--- src/rtl/exception_vector_unit.sv ---
// Exception sequencer: captures EPC, fetches the handler byte from the vector table, then redirects the PC.
// Optional build macro EXC_CAUSE_REG_EN makes exc_cause a registered cause code (tied to 0 otherwise).
module exception_vector_unit #(
  parameter int          MEM_LATENCY = 2,
  parameter logic [31:0] VEC_BASE    = 32'd253,
  parameter logic [31:0] EPC_OFFSET  = 32'd4
) (
  input  logic        clk,
  input  logic        reset,
  input  logic        invalid_opcode,
  input  logic        overflow,
  input  logic        div_zero,
  input  logic [31:0] pc_in,
  input  logic [31:0] mem_data_in,
  output logic [31:0] exc_addr,
  output logic        mem_read,
  output logic [31:0] epc_out,
  output logic        epc_write,
  output logic [31:0] handler_pc,
  output logic        ex_control,
  output logic        pc_write,
  output logic        exc_busy,
  output logic [1:0]  exc_cause
);

  typedef enum logic [1:0] {IDLE, WAIT, REDIRECT} state_t;

  state_t     state;
  state_t     state_next;
  logic [3:0] wait_cnt;
  logic [1:0] vec_idx;
  logic [1:0] cause_sel;
  logic       any_flag;
  logic       unused_mem_hi;

  // Only the low byte of the vector entry is a handler address.
  assign unused_mem_hi = ^mem_data_in[31:8];

  always_comb begin
    cause_sel = 2'd0;
    if (invalid_opcode)   cause_sel = 2'd1;
    else if (overflow)    cause_sel = 2'd2;
    else if (div_zero)    cause_sel = 2'd3;
  end

  assign any_flag = invalid_opcode | overflow | div_zero;

  always_comb begin
    state_next = state;
    case (state)
      IDLE:     if (any_flag) state_next = WAIT;
      WAIT:     if (wait_cnt == 4'd0) state_next = REDIRECT;
      REDIRECT: state_next = IDLE;
      default:  state_next = IDLE;
    endcase
  end

  always_ff @(posedge clk) begin
    if (reset) begin
      state      <= IDLE;
      wait_cnt   <= 4'd0;
      vec_idx    <= 2'd0;
      epc_out    <= 32'd0;
      epc_write  <= 1'b0;
      handler_pc <= 32'd0;
    end else begin
      state     <= state_next;
      epc_write <= 1'b0;
      case (state)
        IDLE: begin
          if (any_flag) begin
            vec_idx   <= cause_sel;
            epc_out   <= pc_in - EPC_OFFSET;
            epc_write <= 1'b1;
            wait_cnt  <= 4'(MEM_LATENCY - 1);
          end
        end
        WAIT: begin
          if (wait_cnt == 4'd0) handler_pc <= {24'b0, mem_data_in[7:0]};
          else                  wait_cnt   <= wait_cnt - 4'd1;
        end
        default: ;
      endcase
    end
  end

  assign mem_read   = (state == WAIT);
  assign exc_addr   = (state == WAIT) ? (VEC_BASE + 32'(vec_idx) - 32'd1) : 32'd0;
  assign ex_control = (state == REDIRECT);
  assign pc_write   = (state == REDIRECT);
  assign exc_busy   = (state != IDLE);

`ifdef EXC_CAUSE_REG_EN
  always_ff @(posedge clk) begin
    if (reset)                       exc_cause <= 2'd0;
    else if (state == IDLE && any_flag) exc_cause <= cause_sel;
  end
`else
  assign exc_cause = 2'b00;
`endif

endmodule

--- config.mk ---
export PLATFORM = sky130hd
export DESIGN_NAME = exception_vector_unit
export DESIGN_NICKNAME = d
export VERILOG_FILES = /design/src/rtl/exception_vector_unit.sv
export SDC_FILE = /design/constraint.sdc
export NUM_CORES = 1
export LEC_CHECK = 0
export CELL_PAD_IN_SITES_DETAIL_PLACEMENT = 1
export CELL_PAD_IN_SITES_GLOBAL_PLACEMENT = 1
export CORE_MARGIN = 5
export CORE_UTILIZATION = 29
export CTS_BUF_LIST = sky130_fd_sc_hd__clkbuf_2 sky130_fd_sc_hd__clkbuf_4 sky130_fd_sc_hd__clkbuf_8
export CTS_CLUSTER_SIZE = 20
export DETAILED_ROUTE_END_ITERATION = 8
export GPL_TIMING_DRIVEN = 0
export PLACE_DENSITY_LB_ADDON = 0.12
export SYNTH_ARGS = -nofsm -noshare
export SYNTH_HDL_FRONTEND = slang
export SYNTH_SLANG_ARGS = --single-unit
--- constraint.sdc ---
create_clock -name clk -period 3.25 [get_ports clk]
set_input_delay 0.65 -clock clk [delete_from_list [all_inputs] [get_ports clk]]
set_output_delay 0.65 -clock clk [all_outputs]
set_load 0.01 [all_outputs]
==> impl_metrics.ini, run 1 <==
[cts]
numCtsBuffers = 5
cts_tree = built
clkTransAtPathRegs_ns = 0.10
htree_levels = 2
post_cts_buffers = 0
cts_sinks = 49
worstSkewPairLatency_ns = 0.31
cts-root-buf = clkbuf_8
cts_resized = 0
cts_buffer_depth = 2
cts_hold_buf = 0

[placement]
io_buffers = 97
place_congestion = 0.783
dpl.hpwl_um = 7280
place_inst = 621

[timing]
timing_hold_violations_final = 0
tightest_slew_ns = 0.799
slew_headroom = 0.463
finalSetupTns_ns = 0
fin_crit_sh = 0.908
setup_viol = 0
drv_slew = 0
fmax_ghz = 0.339
fin_crit_ns = 2.95
skew_ns = 0.0113
rsz0062_at_grt = no

[floorplan]
rows = 36
pin_count = 172
start_util = 0.295
die_area_mm2 = 0.0120
fp.dieW_um = 109
coreArea_mm2 = 0.00973
die_y_um = 109

[synthesis]
yosysSeqAreaShare = 0.342
synth-edff-count = 0
netlist-cell-type-count = 43
synth_seq_cells = 49
async_flop_share = 0
synthFlopType = dfxtp_1
synthAdderAreaFrac = 0.0131
yosysWarnings = 0
synth_area_mm2 = 0.00287
avgSynthCellArea_um2 = 8.39
synth-simple-area-share = 0.243
synth_cells = 342
synth_compound_area_frac = 0.163
synth_mux_area_frac = 0
synth-xor-area-share = 0.0366
synth_top_family_by_area = simple AND/OR/NAND/NOR gates

[routing]
routed_wl_um = 9060
dr.pass1.iters = 4
viasPerCell = 4.57
drc = 0
num_vias = 2876
antenna_left = 0
wire_per_inst_um = 14.4
drtIter0Drc = 77

[power]
p_leak_nw = 1.70
ir_drop_v = 0.000174
p_per_area_mw_per_mm2 = 439

[worst_setup_path]
worst_setup_path_start_kind = input pin
end_kind = register
cp_slowest_cell = nor4_1
crit_family = simple AND/OR/NAND/NOR gates
arrival_ns = 3.18
critPathMaxStageDelay_ns = 0.73
critical_path.n_buffers_inverters = 2
path_cells = clkdlybuf4s50_1 -> nor4_1 -> nand3b_1 -> clkbuf_1 -> or3_1 -> a311oi_1
worst-path-max-fanout = 10
crit_type = in -> reg
required_ns = 3.48

[run_status]
status = completed

[grt]
first_global_vias = 2957
grt_overflow = 0
antenna_found_initial = 0
grtUsageTotal = 0.153
grt_pass1_wl_um = 14500
grt_max_degree = 17

[worst_hold_path]
hold_class = reg -> reg

[layout]
fin_nets = 567
drive_above_1_share = 0.157
diodes = 0
fin_cells = 629
area_delta_synth_final_pct = 49.4

[job]
drv_cap = 0
==> stage by stage <==
stage                     hold WS, ns  instance area [um^2]  utilization  worst slack (ns)  power, mW
after floorplan                 0.445                  3050            -             0.874       1.14
after global placement          0.442                  4190        0.431            0.0196       1.49
after detailed placement        0.450                  4190        0.431           -0.0382       1.50
after CTS                       0.464                  4290        0.441             0.280       1.90
after global routing            0.479                  4290        0.441            0.0830       2.00
final                           0.462                  4290        0.441             0.298       1.88
==> per-layer routing <==
metal  global-route usage  wire length, um  up-vias
li1                     -                -     1423
met1                0.185             3830     1363
met2                0.272             4590       82
met3               0.0382              540        8
met4               0.0365               96        0
met5                    0                0        -
==> tightest hold or removal path: cells and delay by family, from the launching register on <==
family             cells  cell delay [ns]
AOI/OAI and AO/OA      1             0.05
DFF                    1             0.32
and+or+nand+nor        1             0.05
==> state kept, by name, summed over array words and instances, names as in the netlist <==
name,flops
wait_cnt,4
epc_out,32
handler_pc,8
epc_write,1
vec_idx,2
state,2
==> power breakdown <==
part / switching, mW / internal, mW
Clock: 0.225 / 0.173
Sequential: 0.0485 / 0.690
Combinational: 0.362 / 0.383
==> cells in the final DEF (no fill, tap or decap), types with 6 or more instances in the layout <==
cell	instances
a311oi_1	17
a21oi_1	12
nand3_1	11
buf_4	57
nor2_1	43
or3_1	10
o31ai_1	11
conb_1	50
xor2_1	11
nand4_1	6
clkbuf_1	12
dfxtp_1	49
inv_1	8
clkbuf_8	8
a211oi_1	14
nand2_1	19
or4_1	12
clkdlybuf4s50_1	97
o21ai_0	6
==> cell families (layout without fill, tap and decap cells) <==
| family | count (synthesis) | in the layout |
|---|---|---|
| compound gates | 65 | 65 |
| xor+xnor | 12 | 12 |
| fa+ha+maj | 3 | 3 |
| buf+inv | 83 | 188 |
| flops | 49 | 49 |
| other cells | 1 | 50 |
| simple gates | 129 | 129 |
==> cell usage after synthesis (2+ instances only) <==
| cell type | instances | area share |
|---|---|---|
| buf_4 | 57 | 0.15 |
| dfxtp_1 | 49 | 0.34 |
| nor2_1 | 43 | 0.056 |
| nand2_1 | 19 | 0.025 |
| a311oi_1 | 17 | 0.052 |
| a211oi_1 | 14 | 0.037 |
| a21oi_1 | 12 | 0.021 |
| clkbuf_1 | 12 | 0.016 |
| or4_1 | 12 | 0.031 |
| nand3_1 | 11 | 0.019 |
| o31ai_1 | 11 | 0.029 |
| xor2_1 | 11 | 0.034 |
| or3_1 | 10 | 0.022 |
| inv_1 | 8 | 0.010 |
| nand4_1 | 6 | 0.013 |
| o21ai_0 | 6 | 0.010 |
| ha_1 | 3 | 0.013 |
| nand2b_1 | 3 | 0.0065 |
| nand3b_1 | 3 | 0.0078 |
| nor4_1 | 3 | 0.0065 |
| or3_2 | 3 | 0.0078 |
| and2_1 | 2 | 0.0044 |
| buf_6 | 2 | 0.0078 |
| clkbuf_8 | 2 | 0.0096 |
| nand4b_1 | 2 | 0.0061 |
| nor2b_1 | 2 | 0.0044 |
| nor3_1 | 2 | 0.0035 |
| or2_2 | 2 | 0.0044 |
==> area by class of cell <==
class	count	area, um^2
Clock inverter	2	13.8
Tap cell	133	166
Clock buffer	6	82.6
Sequential cell	49	981
Fill cell	1197	5440
Timing Repair Buffer	97	971
Buffer	75	546
Multi-Input combinational cell	259	1500
Inverter	8	30.0
==> final timing paths <==
kind	startpoint	to	slack, ns	cells past startpoint
max	pc_in[13]	epc_out[19]	0.30	6
min	epc_out[1]	epc_out[1]	0.46	2
max reg2reg	state[0]	epc_out[28]	1.35	6
min reg2reg	epc_out[1]	epc_out[1]	0.46	2
Note: power is estimated with default switching activity, not from simulation.
==> run 2, diff against run 1 <==
--- a/config.mk
+++ b/config.mk
@@ -5,6 +5,7 @@
 export SDC_FILE = /design/constraint.sdc
 export NUM_CORES = 1
 export LEC_CHECK = 0
+export ABC_CLOCK_PERIOD_IN_PS = 3250
 export CELL_PAD_IN_SITES_DETAIL_PLACEMENT = 1
 export CELL_PAD_IN_SITES_GLOBAL_PLACEMENT = 1
 export CORE_MARGIN = 5
==> results of run 2 <==
Same layout as run 1: the final DEF is identical, and so are final timing and power.
==> run 3, diff against run 2 <==
--- a/config.mk
+++ b/config.mk
@@ -5,11 +5,11 @@
 export SDC_FILE = /design/constraint.sdc
 export NUM_CORES = 1
 export LEC_CHECK = 0
-export ABC_CLOCK_PERIOD_IN_PS = 3250
+export ABC_CLOCK_PERIOD_IN_PS = 3100
 export CELL_PAD_IN_SITES_DETAIL_PLACEMENT = 1
 export CELL_PAD_IN_SITES_GLOBAL_PLACEMENT = 1
 export CORE_MARGIN = 5
-export CORE_UTILIZATION = 29
+export CORE_UTILIZATION = 27
 export CTS_BUF_LIST = sky130_fd_sc_hd__clkbuf_2 sky130_fd_sc_hd__clkbuf_4 sky130_fd_sc_hd__clkbuf_8
 export CTS_CLUSTER_SIZE = 20
 export DETAILED_ROUTE_END_ITERATION = 8
==> constraint.sdc (replaced) <==
create_clock -name clk -period 3.1 [get_ports clk]
set_input_delay 0.62 -clock clk [delete_from_list [all_inputs] [get_ports clk]]
set_output_delay 0.62 -clock clk [all_outputs]
set_load 0.01 [all_outputs]
==> impl_metrics.ini, run 3 (synthesis results as in run 1) <==
[layout]
layout_commonest_cell = clkdlybuf4s50_1
drive_above_1_share = 0.157
layout_common_cells = 97 x clkdlybuf4s50_1, 57 x buf_4, 50 x conb_1
largest_reg_flops = 32
diodes = 0
largest-register = epc_out
fillers = 1254
reg.largest.list = epc_out: 32 flops, handler_pc: 8 flops, wait_cnt: 4 flops
fin_nets = 567
fin_cells = 632
area_delta_synth_final_pct = 50.4

[floorplan]
fp.dieW_um = 113
coreArea_mm2 = 0.0103
die_area_mm2 = 0.0128
die_y_um = 113
rows = 37
start_util = 0.278
pin_count = 172

[cts]
clkTransAtPathRegs_ns = 0.10
cts_resized = 0
cts_sinks = 49
numCtsBuffers = 5
worstSkewPairLatency_ns = 0.31
post_cts_buffers = 0
cts_buffer_depth = 2
cts_hold_buf = 0
cts_tree = built
htree_levels = 2
cts-root-buf = clkbuf_8

[worst_setup_path]
crit_type = in -> reg
path_cells = clkdlybuf4s50_1 -> nor4_1 -> nand3b_1 -> clkbuf_1 -> or3_1 -> a311oi_1
worst_setup_path_start_kind = input pin
required_ns = 3.32
end_kind = register
arrival_ns = 3.14
cp_slowest_cell = nor4_1
critPathMaxStageDelay_ns = 0.71
worst-path-max-fanout = 10

[timing]
tightest_slew_ns = 0.777
setup_viol = 0
fin_crit_ns = 2.91
slew_headroom = 0.477
hold_ws_ns = 0.457
skew_ns = 0.0141
timing_hold_violations_final = 0
drv_slew = 0
fmax_ghz = 0.343
rsz0062_at_grt = no
fin_crit_sh = 0.939

[power]
p_per_area_mw_per_mm2 = 476
p_leak_nw = 1.70
p_total_mw = 2.05
ir_drop_v = 0.000206

[placement]
io_buffers = 97
place_inst = 624
dpl.hpwl_um = 7470
place_congestion = 0.713

[routing]
dr.pass1.iters = 4
num_vias = 2884
routed_wl_um = 9290
drtIter0Drc = 93
drc = 0
antenna_left = 0
viasPerCell = 4.56
wire_per_inst_um = 14.7

[grt]
first_global_vias = 2938
antenna_found_initial = 0
grt_pass1_wl_um = 14800
grtUsageTotal = 0.139
grt_overflow = 0
grt_max_degree = 17

[worst_hold_path]
hold_class = reg -> reg

[job]
drv_cap = 0

[run_status]
status = completed
[run 3: layout make-up]
cell class	instances	area, um^2	share of cell area
Tap cell	136	170	0.0394
Timing Repair Buffer	97	971	0.225
Clock inverter	2	37.5	0.00870
Sequential cell	49	981	0.227
Inverter	8	30.0	0.00696
Buffer	75	546	0.126
Clock buffer	6	82.6	0.0191
Multi-Input combinational cell	259	1500	0.347
[run 3: worst max-delay path: cells and delay by family]
family	cells	cell delay [ns]
simple gates	3	1.48
buf+inv	2	0.79
compound gates	1	0.24
[run 3: power breakdown]
part | switching [mW] | leakage [nW] | internal [mW]
sequential | 0.0510 | 0.406 | 0.723
combinational | 0.385 | 1.24 | 0.401
clock | 0.231 | 0.0574 | 0.263
total | 0.667 | 1.70 | 1.39
[run 3: path summary, 6_finish.rpt]
kind                 startpoint            end  depth (start not counted)  slack, ns
setup / recovery      pc_in[13]    epc_out[19]                          6       0.19
hold / removal    handler_pc[1]  handler_pc[1]                          2       0.46
setup reg to reg    wait_cnt[0]  handler_pc[5]                          7       1.21
hold reg to reg   handler_pc[1]  handler_pc[1]                          2       0.46
[run 3: metrics by stage]
stage | area [um^2] | setup WS, ns | setup TNS [ns] | util
floorplan | 3050 | 0.754 | 0 | -
global placement | 4190 | -0.108 | -0.224 | 0.406
detailed placement | 4190 | -0.0892 | -0.313 | 0.406
CTS | 4310 | 0.205 | 0 | 0.418
global route | 4310 | 0.0729 | 0 | 0.418
finish | 4310 | 0.188 | 0 | 0.418
[run 3: per-layer routing]
metal	GRT usage	wire [um]	share of wire	vias up
met5	0	0	0	-
met4	0.0264	69	0.0074	0
met3	0.0364	627	0.067	5
met2	0.251	4660	0.50	83
met1	0.167	3940	0.42	1366
li1	-	-	-	1430
